File: src/rtl/axi_vram_arbiter_if.sv
// AXI4-Lite channel bundle between the MicroBlaze interconnect and the text VRAM arbiter.
interface axi_vram_arbiter_if #(
    parameter int C_AXI_DATA_WIDTH = 32,
    parameter int C_AXI_ADDR_WIDTH = 16
);
    logic [C_AXI_ADDR_WIDTH-1:0]   axi_awaddr;
    logic [2:0]                    axi_awprot;
    logic                          axi_awvalid;
    logic                          axi_awready;
    logic [C_AXI_DATA_WIDTH-1:0]   axi_wdata;
    logic [C_AXI_DATA_WIDTH/8-1:0] axi_wstrb;
    logic                          axi_wvalid;
    logic                          axi_wready;
    logic [1:0]                    axi_bresp;
    logic                          axi_bvalid;
    logic                          axi_bready;
    logic [C_AXI_ADDR_WIDTH-1:0]   axi_araddr;
    logic [2:0]                    axi_arprot;
    logic                          axi_arvalid;
    logic                          axi_arready;
    logic [C_AXI_DATA_WIDTH-1:0]   axi_rdata;
    logic [1:0]                    axi_rresp;
    logic                          axi_rvalid;
    logic                          axi_rready;

    modport slave (
        input  axi_awaddr, axi_awprot, axi_awvalid,
        output axi_awready,
        input  axi_wdata, axi_wstrb, axi_wvalid,
        output axi_wready,
        output axi_bresp, axi_bvalid,
        input  axi_bready,
        input  axi_araddr, axi_arprot, axi_arvalid,
        output axi_arready,
        output axi_rdata, axi_rresp, axi_rvalid,
        input  axi_rready
    );

    modport master (
        output axi_awaddr, axi_awprot, axi_awvalid,
        input  axi_awready,
        output axi_wdata, axi_wstrb, axi_wvalid,
        input  axi_wready,
        input  axi_bresp, axi_bvalid,
        output axi_bready,
        output axi_araddr, axi_arprot, axi_arvalid,
        input  axi_arready,
        input  axi_rdata, axi_rresp, axi_rvalid,
        output axi_rready
    );
endinterface

File: src/rtl/axi_vram_arbiter.sv
// AXI4-Lite slave for the HDMI text controller: VRAM BRAM port plus control/palette registers.
// Define AXI_VRAM_DECERR_EN to answer unmapped accesses with DECERR instead of OKAY.
module axi_vram_arbiter #(
    parameter int C_AXI_DATA_WIDTH = 32,
    parameter int C_AXI_ADDR_WIDTH = 16,
    parameter int VRAM_WORDS       = 1200,
    parameter int REG_BASE         = 2048,
    parameter int NUM_REGS         = 8,
    parameter int BRAM_RD_LAT      = 2
) (
    input  logic                          axi_aclk,
    input  logic                          axi_areset,
    axi_vram_arbiter_if.slave             s_axi,
    output logic                          bram_en,
    output logic [3:0]                    bram_we,
    output logic [$clog2(VRAM_WORDS)-1:0] bram_addr,
    output logic [31:0]                   bram_din,
    input  logic [31:0]                   bram_dout,
    output logic [NUM_REGS*32-1:0]        ctrl_regs
);
    localparam int WORD_W  = C_AXI_ADDR_WIDTH - 2;
    localparam int BRAM_AW = $clog2(VRAM_WORDS);
    localparam int IDX_W   = $clog2(NUM_REGS);
    localparam logic [1:0] RESP_OKAY = 2'b00;
`ifdef AXI_VRAM_DECERR_EN
    localparam logic [1:0] RESP_UNMAPPED = 2'b11;
`else
    localparam logic [1:0] RESP_UNMAPPED = 2'b00;
`endif

    typedef enum logic [2:0] {IDLE, WR, BRESP, RD_WAIT, RRESP} state_t;

    state_t r_state, w_nextState;
    logic   r_lastGrantRead, w_nextLastGrantRead;
    logic [2:0] r_rdCnt;

    logic r_awHeld, r_wHeld, r_arHeld;
    logic r_awReady, r_wReady, r_arReady;
    logic [WORD_W-1:0] r_awWord, r_arWord;
    logic [C_AXI_DATA_WIDTH-1:0] r_wData;
    logic [3:0]  r_wStrb;
    logic [31:0] r_regs [NUM_REGS];
    logic [31:0] r_rdata;
    logic [1:0]  r_bresp, r_rresp;

    logic w_awCap, w_wCap, w_arCap;
    logic w_awHeldNext, w_wHeldNext, w_arHeldNext;
    logic w_wrPend, w_rdPend, w_pickWrite, w_pickRead, w_rdDone;
    logic w_wrVram, w_wrReg, w_rdVram, w_rdReg;
    logic [WORD_W-1:0] w_wrRegOff, w_rdRegOff;
    logic [IDX_W-1:0]  w_wrIdx, w_rdIdx;
    logic w_unused;

    assign w_awCap = s_axi.axi_awvalid & r_awReady;
    assign w_wCap  = s_axi.axi_wvalid  & r_wReady;
    assign w_arCap = s_axi.axi_arvalid & r_arReady;

    // A beat captured this cycle already counts as pending, so the grant cycle follows the capture edge.
    assign w_wrPend    = (r_awHeld | w_awCap) & (r_wHeld | w_wCap);
    assign w_rdPend    = r_arHeld | w_arCap;
    assign w_pickWrite = w_wrPend & (~w_rdPend | r_lastGrantRead);
    assign w_pickRead  = w_rdPend & ~w_pickWrite;

    assign w_awHeldNext = w_awCap | (r_awHeld & (r_state != WR));
    assign w_wHeldNext  = w_wCap  | (r_wHeld  & (r_state != WR));
    assign w_arHeldNext = w_arCap | (r_arHeld & ~w_rdDone);

    assign w_wrVram   = 32'(r_awWord) < VRAM_WORDS;
    assign w_wrReg    = (32'(r_awWord) >= REG_BASE) && (32'(r_awWord) < REG_BASE + NUM_REGS);
    assign w_rdVram   = 32'(r_arWord) < VRAM_WORDS;
    assign w_rdReg    = (32'(r_arWord) >= REG_BASE) && (32'(r_arWord) < REG_BASE + NUM_REGS);
    assign w_wrRegOff = r_awWord - WORD_W'(REG_BASE);
    assign w_rdRegOff = r_arWord - WORD_W'(REG_BASE);
    assign w_wrIdx    = w_wrRegOff[IDX_W-1:0];
    assign w_rdIdx    = w_rdRegOff[IDX_W-1:0];

    assign w_unused = ^{s_axi.axi_awprot, s_axi.axi_arprot, s_axi.axi_awaddr[1:0],
                        s_axi.axi_araddr[1:0], w_wrRegOff, w_rdRegOff};

    always_ff @(posedge axi_aclk) begin
        if (axi_areset) begin
            r_state         <= IDLE;
            r_lastGrantRead <= 1'b1;
            r_rdCnt         <= '0;
        end else begin
            r_state         <= w_nextState;
            r_lastGrantRead <= w_nextLastGrantRead;
            r_rdCnt         <= (r_state == RD_WAIT) ? r_rdCnt + 3'd1 : 3'd0;
        end
    end

    // BRAM strobes are gated by reset so a transaction caught mid-grant never writes.
    always_comb begin
        w_nextState         = r_state;
        w_nextLastGrantRead = r_lastGrantRead;
        w_rdDone            = 1'b0;
        bram_en             = 1'b0;
        bram_we             = 4'h0;
        bram_addr           = r_awWord[BRAM_AW-1:0];
        bram_din            = r_wData[31:0];
        case (r_state)
            IDLE: begin
                if (w_pickWrite) begin
                    w_nextState         = WR;
                    w_nextLastGrantRead = 1'b0;
                end else if (w_pickRead) begin
                    w_nextState         = RD_WAIT;
                    w_nextLastGrantRead = 1'b1;
                end
            end
            WR: begin
                if (w_wrVram && !axi_areset) begin
                    bram_en = 1'b1;
                    bram_we = r_wStrb;
                end
                w_nextState = BRESP;
            end
            BRESP: begin
                if (s_axi.axi_bready) w_nextState = IDLE;
            end
            RD_WAIT: begin
                bram_addr = r_arWord[BRAM_AW-1:0];
                if (r_rdCnt == 3'd0 && w_rdVram && !axi_areset) bram_en = 1'b1;
                if (r_rdCnt == 3'(BRAM_RD_LAT)) begin
                    w_rdDone    = 1'b1;
                    w_nextState = RRESP;
                end
            end
            RRESP: begin
                if (s_axi.axi_rready) w_nextState = IDLE;
            end
            default: w_nextState = IDLE;
        endcase
    end

    always_ff @(posedge axi_aclk) begin
        if (axi_areset) begin
            r_awHeld  <= 1'b0;
            r_wHeld   <= 1'b0;
            r_arHeld  <= 1'b0;
            r_awReady <= 1'b0;
            r_wReady  <= 1'b0;
            r_arReady <= 1'b0;
            r_awWord  <= '0;
            r_arWord  <= '0;
            r_wData   <= '0;
            r_wStrb   <= '0;
            r_rdata   <= '0;
            r_bresp   <= '0;
            r_rresp   <= '0;
            for (int k = 0; k < NUM_REGS; k++) r_regs[k] <= '0;
        end else begin
            r_awHeld  <= w_awHeldNext;
            r_wHeld   <= w_wHeldNext;
            r_arHeld  <= w_arHeldNext;
            r_awReady <= ~w_awHeldNext;
            r_wReady  <= ~w_wHeldNext;
            r_arReady <= ~w_arHeldNext;
            if (w_awCap) r_awWord <= s_axi.axi_awaddr[C_AXI_ADDR_WIDTH-1:2];
            if (w_arCap) r_arWord <= s_axi.axi_araddr[C_AXI_ADDR_WIDTH-1:2];
            if (w_wCap) begin
                r_wData <= s_axi.axi_wdata;
                r_wStrb <= s_axi.axi_wstrb;
            end
            if (r_state == WR) begin
                if (w_wrReg) begin
                    for (int b = 0; b < 4; b++)
                        if (r_wStrb[b]) r_regs[w_wrIdx][8*b +: 8] <= r_wData[8*b +: 8];
                end
                r_bresp <= (w_wrVram || w_wrReg) ? RESP_OKAY : RESP_UNMAPPED;
            end
            if (w_rdDone) begin
                if (w_rdVram)     r_rdata <= bram_dout;
                else if (w_rdReg) r_rdata <= r_regs[w_rdIdx];
                else              r_rdata <= '0;
                r_rresp <= (w_rdVram || w_rdReg) ? RESP_OKAY : RESP_UNMAPPED;
            end
        end
    end

    assign s_axi.axi_awready = r_awReady;
    assign s_axi.axi_wready  = r_wReady;
    assign s_axi.axi_arready = r_arReady;
    assign s_axi.axi_bvalid  = (r_state == BRESP);
    assign s_axi.axi_bresp   = r_bresp;
    assign s_axi.axi_rvalid  = (r_state == RRESP);
    assign s_axi.axi_rresp   = r_rresp;
    assign s_axi.axi_rdata   = r_rdata;

    for (genvar k = 0; k < NUM_REGS; k++) begin : g_ctrl
        assign ctrl_regs[32*k +: 32] = r_regs[k];
    end
endmodule

File: src/flat_wrapper.sv
// flat-port wrapper written by rule: the top's interface ports become plain ports
module axi_vram_arbiter_flat 
#(
    parameter int C_AXI_DATA_WIDTH = 32,
    parameter int C_AXI_ADDR_WIDTH = 16,
    parameter int VRAM_WORDS       = 1200,
    parameter int REG_BASE         = 2048,
    parameter int NUM_REGS         = 8,
    parameter int BRAM_RD_LAT      = 2
)
  (axi_aclk, axi_areset, bram_en, bram_we, bram_addr, bram_din, bram_dout, ctrl_regs, s_axi_axi_awaddr, s_axi_axi_awprot, s_axi_axi_awvalid, s_axi_axi_awready, s_axi_axi_wdata, s_axi_axi_wstrb, s_axi_axi_wvalid, s_axi_axi_wready, s_axi_axi_bresp, s_axi_axi_bvalid, s_axi_axi_bready, s_axi_axi_araddr, s_axi_axi_arprot, s_axi_axi_arvalid, s_axi_axi_arready, s_axi_axi_rdata, s_axi_axi_rresp, s_axi_axi_rvalid, s_axi_axi_rready);
  axi_vram_arbiter_if #(.C_AXI_DATA_WIDTH(C_AXI_DATA_WIDTH), .C_AXI_ADDR_WIDTH(C_AXI_ADDR_WIDTH)) s_axi_i ();
  input  logic axi_aclk;
  input  logic axi_areset;
  output logic bram_en;
  output logic [3:0] bram_we;
  output logic [$clog2(VRAM_WORDS)-1:0] bram_addr;
  output logic [31:0] bram_din;
  input  logic [31:0] bram_dout;
  output logic [NUM_REGS*32-1:0] ctrl_regs;
  input wire logic [$bits(s_axi_i.axi_awaddr)-1:0] s_axi_axi_awaddr;
  input wire logic [$bits(s_axi_i.axi_awprot)-1:0] s_axi_axi_awprot;
  input wire logic [$bits(s_axi_i.axi_awvalid)-1:0] s_axi_axi_awvalid;
  output wire logic [$bits(s_axi_i.axi_awready)-1:0] s_axi_axi_awready;
  input wire logic [$bits(s_axi_i.axi_wdata)-1:0] s_axi_axi_wdata;
  input wire logic [$bits(s_axi_i.axi_wstrb)-1:0] s_axi_axi_wstrb;
  input wire logic [$bits(s_axi_i.axi_wvalid)-1:0] s_axi_axi_wvalid;
  output wire logic [$bits(s_axi_i.axi_wready)-1:0] s_axi_axi_wready;
  output wire logic [$bits(s_axi_i.axi_bresp)-1:0] s_axi_axi_bresp;
  output wire logic [$bits(s_axi_i.axi_bvalid)-1:0] s_axi_axi_bvalid;
  input wire logic [$bits(s_axi_i.axi_bready)-1:0] s_axi_axi_bready;
  input wire logic [$bits(s_axi_i.axi_araddr)-1:0] s_axi_axi_araddr;
  input wire logic [$bits(s_axi_i.axi_arprot)-1:0] s_axi_axi_arprot;
  input wire logic [$bits(s_axi_i.axi_arvalid)-1:0] s_axi_axi_arvalid;
  output wire logic [$bits(s_axi_i.axi_arready)-1:0] s_axi_axi_arready;
  output wire logic [$bits(s_axi_i.axi_rdata)-1:0] s_axi_axi_rdata;
  output wire logic [$bits(s_axi_i.axi_rresp)-1:0] s_axi_axi_rresp;
  output wire logic [$bits(s_axi_i.axi_rvalid)-1:0] s_axi_axi_rvalid;
  input wire logic [$bits(s_axi_i.axi_rready)-1:0] s_axi_axi_rready;
  assign s_axi_i.axi_awaddr = s_axi_axi_awaddr;
  assign s_axi_i.axi_awprot = s_axi_axi_awprot;
  assign s_axi_i.axi_awvalid = s_axi_axi_awvalid;
  assign s_axi_axi_awready = s_axi_i.axi_awready;
  assign s_axi_i.axi_wdata = s_axi_axi_wdata;
  assign s_axi_i.axi_wstrb = s_axi_axi_wstrb;
  assign s_axi_i.axi_wvalid = s_axi_axi_wvalid;
  assign s_axi_axi_wready = s_axi_i.axi_wready;
  assign s_axi_axi_bresp = s_axi_i.axi_bresp;
  assign s_axi_axi_bvalid = s_axi_i.axi_bvalid;
  assign s_axi_i.axi_bready = s_axi_axi_bready;
  assign s_axi_i.axi_araddr = s_axi_axi_araddr;
  assign s_axi_i.axi_arprot = s_axi_axi_arprot;
  assign s_axi_i.axi_arvalid = s_axi_axi_arvalid;
  assign s_axi_axi_arready = s_axi_i.axi_arready;
  assign s_axi_axi_rdata = s_axi_i.axi_rdata;
  assign s_axi_axi_rresp = s_axi_i.axi_rresp;
  assign s_axi_axi_rvalid = s_axi_i.axi_rvalid;
  assign s_axi_i.axi_rready = s_axi_axi_rready;
  axi_vram_arbiter #(.C_AXI_DATA_WIDTH(C_AXI_DATA_WIDTH), .C_AXI_ADDR_WIDTH(C_AXI_ADDR_WIDTH), .VRAM_WORDS(VRAM_WORDS), .REG_BASE(REG_BASE), .NUM_REGS(NUM_REGS), .BRAM_RD_LAT(BRAM_RD_LAT)) u_core (.axi_aclk(axi_aclk), .axi_areset(axi_areset), .s_axi(s_axi_i), .bram_en(bram_en), .bram_we(bram_we), .bram_addr(bram_addr), .bram_din(bram_din), .bram_dout(bram_dout), .ctrl_regs(ctrl_regs));
endmodule
File: config.mk
export PLATFORM = sky130hd
export DESIGN_NAME = axi_vram_arbiter_flat
export DESIGN_NICKNAME = d
export VERILOG_FILES = /design/src/rtl/axi_vram_arbiter_if.sv /design/src/rtl/axi_vram_arbiter.sv /design/src/flat_wrapper.sv
export SDC_FILE = /design/constraint.sdc
export NUM_CORES = 1
export LEC_CHECK = 0
export CAP_MARGIN = 20
export CORE_ASPECT_RATIO = 1.1
export CORE_UTILIZATION = 50
export CTS_BUF_LIST = sky130_fd_sc_hd__clkbuf_4
export DETAILED_ROUTE_END_ITERATION = 12
export PLACE_DENSITY_LB_ADDON = 0.25
export REMOVE_ABC_BUFFERS = 1
export SLEW_MARGIN = 20
export SYNTH_ARGS = -nofsm -noshare
export SYNTH_HDL_FRONTEND = slang
export SYNTH_SLANG_ARGS = --single-unit
File: constraint.sdc
create_clock -name axi_aclk -period 3.3 [get_ports axi_aclk]
set_clock_uncertainty 0.15 [all_clocks]
set_input_delay 0.33 -clock axi_aclk [delete_from_list [all_inputs] [get_ports axi_aclk]]
set_output_delay 0.33 -clock axi_aclk [all_outputs]
set_load 0.02 [all_outputs]
# Yosys cells after proc, flatten, opt, wreduce, memory -nomap -nowiden
# Memory sizes are Yosys's and may differ from the RTL's.
# Cells that the tools add are included.
dict set report word_totals {
  ram_bits 256
  memories 1
  out_inout_bits 345
  in_bits 113
  elab_cells 113
  reg_bits 109
}
dict set report op_classes {
  n_bitwise 23
  n_reduce_logical 13
  muxes 43
  eq_ne 10
  magnitude_cmp 6
  addsub 3
}
# name words width rd rd_ports_with_merged_regs wr line
set mem_list {}
lappend mem_list {u_core.r_regs 8 32 9 0 8 axi_vram_arbiter.sv:42} ;# logic [31:0] r_regs [NUM_REGS];
# op n
set op_table {}
lappend op_table {{32-bit 2-to-1 mux} 3}
lappend op_table {{32-bit OR reduction} 1}
lappend op_table {{14-bit by 12-bit >= comparator with 1-bit output (second input constant)} 2}
lappend op_table {{14-bit by 11-bit < comparator with 1-bit output (second input constant)} 2}
lappend op_table {{14-bit by 12-bit < comparator with 1-bit output (second input constant)} 2}
lappend op_table {{1-bit 2-to-1 mux} 28}
lappend op_table {{3-bit 2-to-1 mux} 6}
lappend op_table {{3-bit case mux with 5 select lines} 1}
lappend op_table {{4-bit 2-to-1 mux} 3}
lappend op_table {{11-bit 2-to-1 mux} 1}
lappend op_table {{1-bit AND} 9}
lappend op_table {{3-bit by 2-bit equality test with 1-bit output (second input constant)} 3}
lappend op_table {{1-bit NOT} 7}
lappend op_table {{1-bit bitwise OR} 7}
lappend op_table {{3-bit zero test} 2}
lappend op_table {{3-bit by 1-bit inequality test with 1-bit output (second input constant)} 2}
lappend op_table {{3-bit by 1-bit subtractor with 3-bit output (second input constant)} 2}
lappend op_table {{1-bit logical AND} 5}
lappend op_table {{2-bit by 1-bit inequality test with 1-bit output (second input constant)} 2}
lappend op_table {{4-bit AND reduction} 1}
lappend op_table {{3-bit by 1-bit adder with 3-bit output (second input constant)} 1}
lappend op_table {{3-bit by 1-bit equality test with 1-bit output (second input constant)} 1}
lappend op_table {{3-bit equality test (second input constant)} 1}
lappend op_table {{2-bit inequality test (second input constant)} 1}
lappend op_table {{other kinds (5)} 5}

# Longest topological paths before layout
# Gate-level depths: netlist of the first run.
dict set report logic_depth {
  word_depth 10
  ltp_mapped 7
}

# Worst setup path before layout of the first run
# OpenSTA, ideal clock, no wires.
dict set report synth_timing {
  kind {input-to-reg}
  from {input axi_areset}
  to {memory u_core.r_regs[0][10] (enable)}
  t_arrival_ps 1918
  setup_time_ps 329
  n_path_buf 2
  setup_slack_ps 902
  stages 6
  path_cell_list {clkbuf_1 > nor4b_4 > nand4b_4 > buf_4 > nor3_4 > or2_1}
}
# item line
set synth_lines {}
lappend synth_lines {{from (decl)} flat_wrapper.sv:14} ;# input logic axi_areset;
lappend synth_lines {{to (decl)} axi_vram_arbiter.sv:42}

# Final worst setup path of the first run
dict set report layout_timing {
  from {register u_core.r_state[1]}
  to {output bram_addr[9]}
}
dict set report layout_via {
  elab_chain_cells 2
}
# item line
set layout_rtl {}
lappend layout_rtl {{from (decl)} axi_vram_arbiter.sv:33} ;# state_t r_state, w_nextState;
lappend layout_rtl {{from (signal assigned)} axi_vram_arbiter.sv:86} ;# r_state <= w_nextState;
lappend layout_rtl {{3-bit by 2-bit equality test with 1-bit output} axi_vram_arbiter.sv:101} ;# case (r_state)
lappend layout_rtl {{11-bit 2-to-1 mux} axi_vram_arbiter.sv:101}
lappend layout_rtl {{to (decl)} flat_wrapper.sv:17} ;# output logic [$clog2(VRAM_WORDS)-1:0] bram_addr;
# No other way between the ends.

==> metrics, run 1 <==
cts bufs inserted 88; Seq/Total Area, Yosys between 60 and 70%; Via density 5.41; Min-Delay Path Class input port to register; CTS tree yes; synthesis-stage register bit count between 300 and 400; Final GP Congestion 0.889; final count of pins violating max slew 0; vias in the first global route 12500; post-route ant nets 0; grt total ovfl 0; final setup violation count 0; drt wl/cell around 22 um; Post-DP HPWL 34.7 mm; DRC Markers 0; area leader, netlist edfxtp_1; Reg clk slew, reported paths 0.06 ns; Syn Inst Count 1211; final setup margin between 0.1 and 0.15 ns; CP Data Required Time between 2 and 3 ns; Finished Layout Cells ~2300; Hold Fails Final Rpt 0; clk sink count 368; most frequent cells in the layout clkdlybuf4s50_1 (442), and2_1 (262), edfxtp_1 (256); most common cell after layout, fill and taps aside clkdlybuf4s50_1; DR vias between 10000 and 15000; synthesis warning total 0; number of buffers added on ports between 400 and 500; worst r2r path cells 5; Synth top area share 47.7%; Total Neg Setup Slack 0 ns; final layout net count roughly 1900; Die Span Y ~190 um; area fraction in compound gates after synthesis 5.57%; pre-CTS setup slack 0.429 ns; Rows 68; syn avg cell area ~13 um2; DIE WIDTH 173 um; Cells after DPL around 2000; largest cells by area after synthesis edfxtp_1 (48%), dfxtp_1 (14%), and2_1 (10%); clock root buffer clkbuf_4; min Tclk post-route 3.17 ns; Initial Util approximately half; H-Tree Depth 3; CTS max path bufs 3; pwr/cell area between 400 and 500 nW/um2; Core ar. 31600 um2; initial DRC count around 740; max cap viols 0; EDFF count, synth around 260; drt pass-1 iters 5; Post-Route WL 49.3 mm; worst slew pin tran approximately 1.0 ns; peak supply drop 0.352 mV; clock latency on the worst-skew pair 0.71 ns; # IOs about 460; largest family of logic cells by synthesized area simple AND/OR/NAND/NOR gates; first-pass GRT wire length roughly 73 mm; worst hold path depth 3; xor/xnor cell area share of the yosys netlist 0.0543%; RSZ-0062 raised after global routing no; library cells used by synthesis 44; CP Capture Type primary output; Slew HR roughly 30%; antenna violations before repair 1; layout cells sized above 1 17.8%; synthesized area 16100 um2; total track usage 30.0%; startpoint types register; ys flop type edfxtp_1; Leakage 8.17 nW; Layout area overhead 40.9%; fin util between 70 and 80%; critical path class register to primary output; Arr. time, crit path between 2 and 3 ns; multiplexer share of the synthesized area around an eighth; asr flop ratio synth 0%; crit-path max FO 14; die area roughly 33000 um2; Synth Area in Simple Gates roughly a fifth; outcome finished, final reports clean; Fmax achieved 316 MHz; largest net degree at the start of global routing 60; Post-Synth Adder-Cell Area less than 1%; Final Cycle Share about 96%
[kinds of logic (layout without fill, tap and decap cells)]
family          after synthesis  after routing
mux                         107            107
simple gates                511            511
other cells                   1              5
compound gates              149            149
flops                       368            368
buf+inv                      71            686
fa+ha+maj                     3              3
xor+xnor                      1              1
[cell usage after synthesis (2+ instances only)]
library cell,n
and2_1,263
edfxtp_1,256
nand2_1,142
dfxtp_1,112
a21oi_1,74
mux4_2,64
clkbuf_1,54
o21ai_0,33
a32oi_1,32
mux2i_1,32
or2_2,32
nor3_2,23
mux2_2,11
nor2_1,10
buf_2,9
nor3_4,9
buf_4,5
nor3_1,5
nand2b_1,4
nor2b_1,4
a21o_1,3
ha_1,3
inv_1,3
nor3b_1,3
nor4b_1,3
or2_1,3
nor4_1,2
[cell type report]
cell class | count | area [um2]
Sequential cell | 368 | 9940
Fill cell | 2127 | 8840
Antenna cell | 1 | 2.50
Clock inverter | 27 | 134
Clock buffer | 138 | 1040
Timing Repair Buffer | 518 | 5130
Tap cell | 420 | 526
Inverter | 3 | 11.3
Multi-Input combinational cell | 775 | 5940
[repair_timing]
action | in CTS | in global routing
gates resized for setup | 1 | 2
hold buffers | 50 | 1
hold endpoints to repair | 52 | 1
endpoints found under the setup margin | 12 | 3
setup buffers | 1 | 0
gates cloned | 0 | 0
[critical path: stages (launching register included)]
cell	delay (ns)
dfxtp_1	0.54
and3b_2	0.47
mux2_2	0.42
clkdlybuf4s50_1	0.57
[report_power, final]
group          internal, mW  switching (mW)  total [mW]  leakage (nW)
clock                  1.99            1.78        3.76         0.704
combinational         0.587           0.621        1.21          3.91
sequential             5.08           0.197        5.28          3.56
total                  7.66            2.59        10.2          8.17
[final timing paths]
kind | from | slack [ns] | end
setup / recovery | u_core.r_state[1] | 0.13 | bram_addr[9]
hold / removal | s_axi_axi_wdata[17] | 0.07 | u_core.bram_din[17]
setup reg to reg | u_core.r_awWord[7] | 0.50 | u_core.r_regs[2][24]
hold reg to reg | u_core.r_rdCnt[0] | 0.31 | u_core.r_rdCnt[0]
[flip-flops by register name, summed over array words and instances, names as in the netlist, named ones only]
signal and flops:
u_core.r_rdCnt 3, u_core.r_state 3, u_core.r_arHeld 1, u_core.s_axi.axi_rdata 32, u_core.s_axi.axi_arready 1, u_core.s_axi.axi_awready 1
u_core.r_wStrb 4, u_core.r_wHeld 1, u_core.r_arWord 14, u_core.bram_din 32, u_core.s_axi.axi_wready 1, u_core.r_awWord 14
u_core.r_regs 256, u_core.r_awHeld 1, u_core.r_lastGrantRead 1
[through the flow]
step	area [um2]	hold WS (ns)	power, mW
after floorplan	15900	0.249	5.87
after global placement	21000	0.279	6.51
after detailed placement	21000	0.296	6.53
after CTS	22700	0.00231	10.3
after global routing	22700	0.0244	10.6
final	22700	0.0668	10.2
[layer usage]
metal	global-route usage, %	part of all wire (%)	vias to the layer above
met1	34.1	37	5916
met3	7.52	7.7	86
li1	-	-	5565
met2	54.4	53	608
met4	11.2	2.9	0
met5	0	0	-
(Power assumes the default switching activity.)
==> run 2, diff against run 1 <==
--- a/constraint.sdc
+++ b/constraint.sdc
@@ -4,2 +4,2 @@
 set_output_delay 0.33 -clock axi_aclk [all_outputs]
-set_load 0.02 [all_outputs]
+set_load 0.1 [all_outputs]
==> run 2 against run 1 <==
Against the previous run: die area unchanged; maximum frequency up 1.8%; worst setup slack better by 0.055 ns; power up 7.6%; critical path depth unchanged; non-clock buffer count up 5; clock power down 3%; sequential cell count unchanged; hold slack worse by 0.0015 ns; sequential power about the same; combinational power up 73%; critical endpoint is now bram_addr[3]; largest cell class unchanged.
==> metrics, run 2 (synthesized netlist as in run 1, its figures left out) <==
outcome finished, final reports clean; CP Buf/Inv Count 1; CTS tree yes; final layout net count roughly 1900; post-route ant nets 0; min Tclk post-route 3.11 ns; largest net degree at the start of global routing 60; number of buffers added on ports ~440; # IOs ~460; most frequent cells in the layout clkdlybuf4s50_1 (333), and2_1 (262), edfxtp_1 (256); final count of pins violating max slew 0; DR vias roughly 12000; Reg clk slew, reported paths approximately 0.07 ns; vias in the first global route about 12000; Min-Delay Path Class input port to register; clk sink count ~370; RSZ-0062 raised after global routing no; layout cells sized above 1 between 20% and 30%; peak supply drop ~0.32 mV; Via density between 5 and 6; Core ar. 31600 um2; clock root buffer clkbuf_4; total track usage 29.8%; Hold Fails Final Rpt 0; Post-Route WL 49.3 mm; worst hold slack 0.0652 ns; DRC Markers 0; Layout area overhead 39.7%; initial DRC count around 1100; family with the most delay on the worst path simple AND/OR/NAND/NOR gates; max cap viols 0; Die Span Y about 190 um; Leakage ~8.3 nW; Largest register FFs 256; post-CTS setup buffer count 0; grt total ovfl 0; CP Capture Type primary output; startpoint types register; CTS max path bufs 3; critical path class register to primary output; DIE WIDTH about 170 um; Crit-path slowest cell and3b_1; fin util a little under three quarters; largest register by flop count u_core.r_regs; Final Cycle Share a little over nine tenths; drt wl/cell around 22 um; Post-DP HPWL 34.6 mm; max incr delay on CP 0.69 ns; antenna violations before repair 1; die area 33000 um2; Rows between 60 and 70; Slew HR between 20% and 30%; # fillers approximately 2200; pwr/cell area ~490 nW/um2; most common cell after layout, fill and taps aside clkdlybuf4s50_1; first-pass GRT wire length about 73 mm; pre-CTS setup slack between 0.3 and 0.4 ns; cts bufs inserted 90; CP Data Required Time ~2.8 ns; Arr. time, crit path ~2.6 ns; clock latency on the worst-skew pair about 0.74 ns; worst slew pin tran between 1 and 1.5 ns; H-Tree Depth 3; crit-path cells and3b_1 > mux2_2 > buf_4; crit-path max FO 15; Fmax achieved 321 MHz; final setup margin ~0.19 ns; final setup violation count 0; drt pass-1 iters 5; Final GP Congestion between 0.8 and 0.9; Initial Util 51.1%
[run 2: cell types whose count changed in the layout (fill, tap and decap cells not counted), moves of 2 or more]
cell / previous run / this run
clkdlybuf4s50_1: 442 / 333
buf_4: 24 / 124
dlygate4sd3_1: 51 / 60
clkinv_1: 20 / 26
buf_12: 1 / 6
clkbuf_4: 138 / 134
clkinv_2: 5 / 3
[run 2: power by group]
part | total (mW) | leakage (nW) | internal (mW) | switching, mW
registers | 5.28 | 3.56 | 5.08 | 0.201
clock network | 3.66 | 0.677 | 1.86 | 1.80
logic | 2.09 | 4.11 | 0.569 | 1.52
total | 11.0 | 8.35 | 7.51 | 3.52
[run 2: what timing repair did]
item	4_1_cts	5_1_grt
hold buffers	60	0
gates resized for setup	0	1
endpoints found under the setup margin	0	4
endpoints found under the hold margin	62	0
[run 2: path summary, 6_finish.rpt]
path / startpoint / to / slack [ns] / cells after the start
worst max-delay path: u_core.r_state[1] / bram_addr[3] / 0.19 / 3
worst min-delay path: s_axi_axi_awaddr[3] / u_core.r_awWord[1] / 0.07 / 3
worst max register to register: u_core.r_awWord[13] / u_core.r_regs[5][29] / 0.41 / 4
worst min register to register: u_core.r_rdCnt[0] / u_core.r_rdCnt[0] / 0.30 / 1
[run 2: through the flow]
| step | power (mW) | TNS [ns] | cells | instance area (um2) |
|---|---|---|---|---|
| floorplan | 6.77 | -18.37 | 1146 | 15900 |
| global placement | 7.38 | 0 | 2029 | 20800 |
| detailed placement | 7.41 | 0 | 2029 | 20800 |
| CTS | 11.1 | 0 | 2254 | 22500 |
| global route | 11.4 | 0 | 2255 | 22500 |
| finish | 11.0 | 0 | 2256 | 22500 |
[run 2: metal layers]
layer	global-route usage, %	part of all wire [%]
met5	0	0
met4	11.3	2.8
met3	6.94	7.7
met2	53.4	52
met1	34.9	37
[run 2: tightest hold or removal path, stage by stage]
cell             delay, ns
clkdlybuf4s50_1       0.40
nand2_1               0.08
a21oi_1               0.06
[run 2: final cells by class]
type	instances	area [um2]	share of cell area (%)
Antenna cell	2	5.00	0.0222
Timing Repair Buffer	523	4980	22.1
Multi-Input combinational cell	775	5940	26.4
Clock inverter	31	120	0.533
Tap cell	420	526	2.33
Sequential cell	368	9940	44.1
Inverter	3	11.3	0.0500
Clock buffer	134	1010	4.46
==> run 3, diff against run 2 <==
- CTS_CLUSTER_SIZE: not set -> 16
==> run 3 against run 2 <==
Against the previous run: hold slack worse by 0.027 ns; power barely moved; critical path type unchanged; worst setup slack worse by 0.0019 ns; final area down 0.16%; clock power is essentially flat.
==> metrics, run 3 (synthesized netlist as in run 1, its figures left out) <==
outcome finished, final reports clean; # IOs ~460; worst slew pin tran roughly 1.1 ns; layout cells sized above 1 between 20% and 30%; final setup violation count 0; most frequent cells in the layout clkdlybuf4s50_1 (333), and2_1 (262), edfxtp_1 (256); critical path class register to primary output; Initial Util between 50% and 60%; peak supply drop between 0.3 and 0.4 mV; worst r2r path cells 4; Critical R2R Launch u_core.r_awWord[13]; vias in the first global route 12300; CTS tree yes; Hold Fails Final Rpt 0; Via density about 5.5; Reg clk slew, reported paths approximately 0.07 ns; number of buffers added on ports roughly 440; most common cell after layout, fill and taps aside clkdlybuf4s50_1; CP Capture Type primary output; largest net degree at the start of global routing 60; drt wl/cell about 22 um; post-route ant nets 0; family with the most delay on the worst path simple AND/OR/NAND/NOR gates; max cap viols 0; final total power 11.0 mW; min Tclk post-route between 3 and 4 ns; clock root buffer clkbuf_4; clock latency on the worst-skew pair 0.73 ns; final layout net count 1873; drt pass-1 iters 5; Total Neg Setup Slack 0 ns; DR vias around 12000; max incr delay on CP just under 0.7 ns; CP Data Required Time between 2 and 3 ns; cts bufs inserted 90; RSZ-0062 raised after global routing no; worst hold slack approximately 0.038 ns; grt total ovfl 0; crit-path cells and3b_1 > mux2_2 > buf_4; DIE WIDTH about 170 um; Core ar. approximately 32000 um2; die area 33000 um2; Final GP Congestion just under 0.9; initial DRC count slightly above 1000; Layout area overhead 39.5%; design area ~22000 um2; HP Start s_axi_axi_awaddr[5]; total track usage 29.8%; Worst Hold Path EP u_core.r_awWord[3]; clk sink count around 370; Post-DP HPWL 34.6 mm; first-pass GRT wire length around 73 mm; post-CTS setup buffer count 0; final count of pins violating max slew 0; Min-Delay Path Class input port to register; CP Depth 3; startpoint types register; worst hold path depth 3; DRC Markers 0; largest register by flop count u_core.r_regs; Crit-path slowest cell and3b_1; CTS max path bufs 3; Slew HR between 20% and 30%; crit-path max FO 15; antenna violations before repair 1; pwr/cell area ~500 nW/um2; Rows a little under 70; Post-Route WL 49.4 mm; Final Cycle Share a little over nine tenths; Arr. time, crit path about 2.6 ns; Largest register FFs 256; H-Tree Depth 3; Fmax achieved roughly 320 MHz; Leakage between 8 and 9 nW; Placed Instance Area 20800 um2; FF-to-FF setup slack approximately 0.4 ns; Worst R2R End u_core.r_regs[5][26]; CP Buf/Inv Count 1; Die Span Y ~190 um
## run 3: final cells by class
cell class,instances,area [um2]
repair buffers,519,4940
multi-input cells,775,5940
fillers,2190,9070
inverters,3,11.3
well taps,420,526
diodes,2,5.00
flip-flops and latches,368,9940
clock inverters,32,125
clock buffers,134,1010
## run 3: worst max path at each step
stage / from / end
final: u_core.r_state[1] / bram_addr[3]
after global routing: u_core.r_arWord[9] / bram_en
after CTS: u_core.r_state[0] / bram_we[1]
after detailed placement: u_core.r_awWord[13] / u_core.r_regs[5][30]
after global placement: u_core.r_awWord[13] / u_core.r_regs[5][27]
after floorplan: register / u_core.s_axi.axi_rdata[30]
## run 3: per-layer routing
metal	wire length, um	part of all wire, %	GRT usage [%]
met5	0	0	0
met4	1480	3.0	11.7
met3	3840	7.8	7.02
met2	25800	52	53.1
met1	18200	37	34.8
## run 3: through the flow
stage          worst slack [ns]  util, %  instances
2_1_floorplan            -0.586        -       1146
3_3_place_gp              0.454     65.9       2029
3_5_place_dp              0.378     65.9       2029
4_1_cts                  0.0250     71.2       2251
5_1_grt                  0.0410     71.3       2252
6_report                  0.185     71.3       2253
## run 3: tightest hold or removal path, cell delays in order
cell	delay [ns]
clkdlybuf4s50_1	0.40
nand2_1	0.06
a21oi_1	0.06
## run 3: what timing repair did
| action | in CTS | in global routing |
|---|---|---|
| resized for setup | 0 | 1 |
| hold buffers | 56 | 0 |
| endpoints found under the hold margin | 58 | 0 |
| setup endpoints to repair | 0 | 4 |
## run 3: power breakdown
part           total, mW  switching, mW  internal [mW]
registers           5.28          0.200           5.08
logic               2.09           1.52          0.565
clock network       3.67           1.80           1.87
